## config.mk

```make
export PLATFORM = sky130hd
export DESIGN_NAME = seq_det_bit_serializer
export DESIGN_NICKNAME = d
export VERILOG_FILES = /design/src/rtl/seq_det_pkg.sv /design/src/rtl/seq_det_bit_serializer.sv
export SDC_FILE = /design/constraint.sdc
export NUM_CORES = 1
export LEC_CHECK = 0
export BUFFER_PORTS_ARGS = -buffer_cell sky130_fd_sc_hd__buf_2
export CAP_MARGIN = 25
export CELL_PAD_IN_SITES_DETAIL_PLACEMENT = 0
export CELL_PAD_IN_SITES_GLOBAL_PLACEMENT = 1
export CORE_UTILIZATION = 37
export DETAILED_ROUTE_END_ITERATION = 8
export GPL_TIMING_DRIVEN = 0
export PLACE_DENSITY = 0.86
export SLEW_MARGIN = 0
export SYNTH_ARGS = -nofsm -noshare
export SYNTH_HDL_FRONTEND = slang
export SYNTH_SLANG_ARGS = --single-unit
```

## constraint.sdc

```tcl
create_clock -name clk -period 1.5 [get_ports clk]
set_input_delay 0.15 -clock clk [delete_from_list [all_inputs] [get_ports clk]]
set_output_delay 0.15 -clock clk [all_outputs]
set_load 0.01 [all_outputs]
```

## src/rtl/seq_det_pkg.sv

```systemverilog
// Shared types and helpers for the sequence-detector front end.
// Frame length depends on SEQ_SER_PARITY_EN (adds one even-parity bit per word).
package seq_det_pkg;

  typedef enum logic {
    IDLE  = 1'b0,
    SHIFT = 1'b1
  } ser_state_t;

  localparam int SER_WIDTH_MAX = 32;

  function automatic int frame_len(input int width);
`ifdef SEQ_SER_PARITY_EN
    return width + 1;
`else
    return width;
`endif
  endfunction

endpackage

```

## src/rtl/seq_det_bit_serializer.sv

```systemverilog
// Parallel-to-serial feeder for the sequence detector: MSB-first, zero bubble between words.
// Optional even-parity bit after each word when SEQ_SER_PARITY_EN is defined.
//
// Handshake: a word transfers on a rising edge where din_valid && din_ready;
// din_ready depends only on state/counter, never on din_valid.
module seq_det_bit_serializer
  import seq_det_pkg::*;
#(
  parameter int WIDTH = 8
) (
  input  logic             clk,
  input  logic             rst,
  input  logic [WIDTH-1:0] din,
  input  logic             din_valid,
  output logic             din_ready,
  output logic             bit_out,
  output logic             bit_valid,
  output logic             busy,
  output ser_state_t       dbg_state
);

  localparam int FRAME_LEN = frame_len(WIDTH);
  localparam int CNT_W     = $clog2(WIDTH + 1);
  localparam logic [CNT_W-1:0] CNT_LAST = CNT_W'(FRAME_LEN - 1);

  ser_state_t       r_state;
  logic [CNT_W-1:0] r_cnt;
  logic [WIDTH-1:0] r_shift;

  ser_state_t       w_state_nxt;
  logic [CNT_W-1:0] w_cnt_nxt;
  logic [WIDTH-1:0] w_shift_nxt;
  logic             w_last;
  logic             w_ready;
  logic             w_xfer;
  logic             w_fill;

  // The bit on the wire is always the shift register MSB; the register is
  // cleared on the way back to IDLE so bit_out reads 0 there.
`ifdef SEQ_SER_PARITY_EN
  logic r_par;

  always_ff @(posedge clk) begin
    if (rst) begin
      r_par <= 1'b0;
    end else if (w_xfer) begin
      r_par <= ^din;
    end
  end

  // Parity enters at the LSB and reaches the MSB exactly after WIDTH shifts.
  assign w_fill = r_par;
`else
  assign w_fill = 1'b0;
`endif

  assign w_last  = (r_cnt == CNT_LAST);
  assign w_ready = (r_state == IDLE) || ((r_state == SHIFT) && w_last);
  assign w_xfer  = din_valid && w_ready;

  always_comb begin
    w_state_nxt = r_state;
    w_cnt_nxt   = r_cnt;
    w_shift_nxt = r_shift;
    if (w_xfer) begin
      w_state_nxt = SHIFT;
      w_cnt_nxt   = '0;
      w_shift_nxt = din;
    end else if (r_state == SHIFT) begin
      if (w_last) begin
        w_state_nxt = IDLE;
        w_cnt_nxt   = '0;
        w_shift_nxt = '0;
      end else begin
        w_cnt_nxt   = r_cnt + CNT_W'(1);
        w_shift_nxt = {r_shift[WIDTH-2:0], w_fill};
      end
    end
  end

  always_ff @(posedge clk) begin
    if (rst) begin
      r_state <= IDLE;
      r_cnt   <= '0;
      r_shift <= '0;
    end else begin
      r_state <= w_state_nxt;
      r_cnt   <= w_cnt_nxt;
      r_shift <= w_shift_nxt;
    end
  end

  assign din_ready = w_ready;
  assign bit_out   = r_shift[WIDTH-1];
  assign bit_valid = (r_state == SHIFT);
  assign busy      = (r_state == SHIFT);
  assign dbg_state = r_state;

endmodule

```

==> impl_metrics.csv <==
group,metric,value,unit
placement,place_inst,110,
synth,yosys.area.top_type,"dfxtp_1",
clocking,ctsHoldBuffers,0,
placement,post-place-ws,0.0695,ns
synth,synth-seq-cells,13,
clocking,cts_buffer_depth,2,
timing,min_period_over_period,93.5,%
global_routing,grt-ovfl-total,0,
flow_run,cap_violations,0,
critical_path,critPathKind,"reg -> out",
routing,antenna_left,0,
critical_path,worstPathMaxFanout,10,
timing,hold_slack,0.0945,ns
placement,hpwl,989,microns
synth,ys_seq_area_share,39.2,%
status,status,"finished, final reports clean",
routing,vias,609,
clocking,h-tree-depth,1,
critical_path,crit_family,"buffers and inverters",
timing,slew_violations,0,
synth,synth.distinct_cells,29,
timing,rsz0062_at_grt,"no",
hold_path,min_path_type,"in -> reg",
timing,worstMarginPinSlew,0.472,ns
global_routing,grt_pass1_wl,2450,microns
timing,hold_violations,0,
critical_path,worst-path-buf-inv,3,
clocking,cts-root-buf,"clkbuf_4",
critical_path,cp_cell_sequence,"buf_4 > clkbuf_4 > nand2_1 > buf_2",
critical_path,cpPeakStageDelay,0.37,ns
critical_path,critPathCaptureType,"output pin",
timing,maxSlewHeadroom,68.5,%
timing,setup_ws,0.0968,ns
critical_path,critPathLaunchType,"register",
critical_path,crit_start,"bit_valid$_SDFF_PP0_",
hold_path,min-delay-start,"rst",
final_layout,multi_input_area,332,sq um
power,power.density,888,nW/um^2
synth,yosysTopAreaCellShare,39.2,%
timing,max_freq,713,MHz
clocking,cts_tree,"done",
global_routing,grt_max_degree,11,
final_layout,fill_cells,168,
power,p_leak,0.323,nW
timing,min_period,1.40,ns
timing,setup_viol,0,
routing,viasPerCell,5.30,
clocking,path_clk_slew,0.08,ns
critical_path,required,1.35,ns
synth,syn-instance-count,71,
synth,ys_warn_count,0,
clocking,cts-buffers-inserted,3,
routing,drt_iter0_drc,11,
critical_path,crit_slowest_cell,"dfxtp_1",
floorplanning,start_util,41.6,%
clocking,insertion_delay,0.27,ns
global_routing,grt_pass1_vias,582,
floorplanning,die_w,44.3,microns
floorplanning,rows,14,
synth,synth_top_cells_by_area,"dfxtp_1 39%, o211ai_1 9.1%, a211oi_1 5.7%",
floorplanning,floorplan.die.height,44.3,microns
final_layout,stdcell_count,115,
final_layout,syn_to_final_growth,21.9,%
timing,fin_setup_tns,0,ns
routing,wl_per_cell,12.1,microns
synth,synthesis.area,663,sq um
timing,skew,0.00378,ns
placement,port_buffers,15,
placement,gp_congestion,0.758,
global_routing,grt.total_usage,17.3,%
routing,drc,0,
routing,drt-pass1-iter-count,6,
power,ir_drop,0.354,mV
synth,syn-num-nets,83,
final_layout,nNetsFinal,104,
routing,finalWirelength,1400,microns
floorplanning,core_area,1590,sq um
final_layout,regArea,262,sq um
final_layout,num_antenna_cells,0,
critical_path,timing.rr.start,"r_cnt[0]$_SDFFE_PP0P_",
clocking,clock_sink_count,13,
floorplanning,io_pins,16,
final_layout,drive_gt1_share,34.1,%
floorplanning,design.die.area,1970,sq um
global_routing,antenna_found_initial,0,
synth,syn_avg_cell_area,9.34,sq um
critical_path,cp.arrival,1.25,ns
[sequential cells by signal, indices dropped and copies added, names as in the netlist]
signal and flops:
bit_valid 1, r_cnt 4, r_shift 8
[path summary, 6_finish.rpt]
| check | cells after the start | to | slack, ns |
|---|---|---|---|
| max | 4 | din_ready | 0.1 |
| min | 2 | r_shift[3]$_SDFFE_PP0P_ | 0.09 |
| max reg2reg | 5 | r_cnt[1]$_SDFFE_PP0P_ | 0.18 |
| min reg2reg | 2 | r_shift[0]$_SDFFE_PP0P_ | 0.46 |
[power breakdown]
| part | total, mW | leakage [nW] | switching, mW | internal [mW] |
|---|---|---|---|---|
| Sequential | 0.377 | 0.107 | 0.0119 | 0.365 |
| Combinational | 0.122 | 0.200 | 0.0616 | 0.0604 |
| Clock | 0.219 | 0.0150 | 0.116 | 0.103 |
[metal layers]
layer	part of all wire (%)	track usage [%]
met5	0	0
met4	0.93	10.3
met3	4.9	5.31
met2	44	25.0
met1	50	22.7
[worst reg2reg max path, delay by kind of cell, from the launching register on]
family,cells,cell delay [ns]
DFF,1,0.36
AOI/OAI and AO/OA,1,0.24
adders and majority gates,1,0.22
and+or+nand+nor,2,0.20
buffers and inverters,1,0.19
[area by class of cell]
type / instances / area share (%)
Buffer: 7 / 7.28
Clock buffer: 4 / 3.25
Timing Repair Buffer: 16 / 10.2
Inverter: 1 / 2.17
Sequential cell: 13 / 32.4
Tap cell: 24 / 3.72
Multi-Input combinational cell: 50 / 41.0
[logic make-up (layout without fill, tap and decap cells)]
logic type / after synthesis / in the layout / share of synthesized area, %
compound gates: 28 / 28 / 30.2
xor+xnor: 1 / 1 / 1.32
fa+ha+maj: 1 / 1 / 1.89
buf+inv: 8 / 28 / 11.1
flops: 13 / 13 / 39.2
mux: 1 / 1 / 1.51
simple gates: 19 / 19 / 14.7
[per-stage QoR]
stage                     cell area (sq um)  utilization [%]  total power [mW]
after floorplan                         663                -             0.466
after global placement                  768             48.2             0.505
after detailed placement                768             48.2             0.507
after CTS                               802             50.3             0.726
after global routing                    808             50.7             0.764
final                                   808             50.7             0.718
[cells in the final DEF, fill, tap and decap left out, types with 2 or more instances in the layout]
| cell type | Yosys | final |
|---|---|---|
| a211oi_1 | 5 | 5 |
| a21oi_1 | 5 | 5 |
| a31oi_1 | 5 | 5 |
| a32oi_1 | 2 | 2 |
| buf_2 | 1 | 15 |
| buf_4 | 3 | 4 |
| clkbuf_1 | 1 | 2 |
| clkbuf_4 | 0 | 4 |
| dfxtp_1 | 13 | 12 |
| nand2_1 | 3 | 3 |
| nor2_1 | 7 | 7 |
| o211ai_1 | 8 | 8 |
[synth_stat cells]
master,n
nand2_1,3
nand3b_1,1
clkbuf_1,1
a21oi_1,5
dfxtp_1,13
mux2i_1,1
or2_2,1
nor3b_1,1
xor2_1,1
nand2b_1,1
a211oi_1,5
and3b_1,1
buf_4,3
a21boi_1,1
a211oi_2,1
buf_2,1
a31oi_1,5
or3_1,1
nand4_1,1
nor2_2,1
buf_6,1
a221oi_1,1
nor2_1,7
o211ai_1,8
ha_1,1
a32oi_1,2
clkbuf_8,1
nor3_1,1
bufinv_8,1
[timing repair]
action / in CTS / in global routing
gates resized for setup: 0 / 3
buffers inserted: 1 / 0
cloned: 0 / 0
setup endpoints to repair: 1 / 3
(Power assumes the default switching activity.)
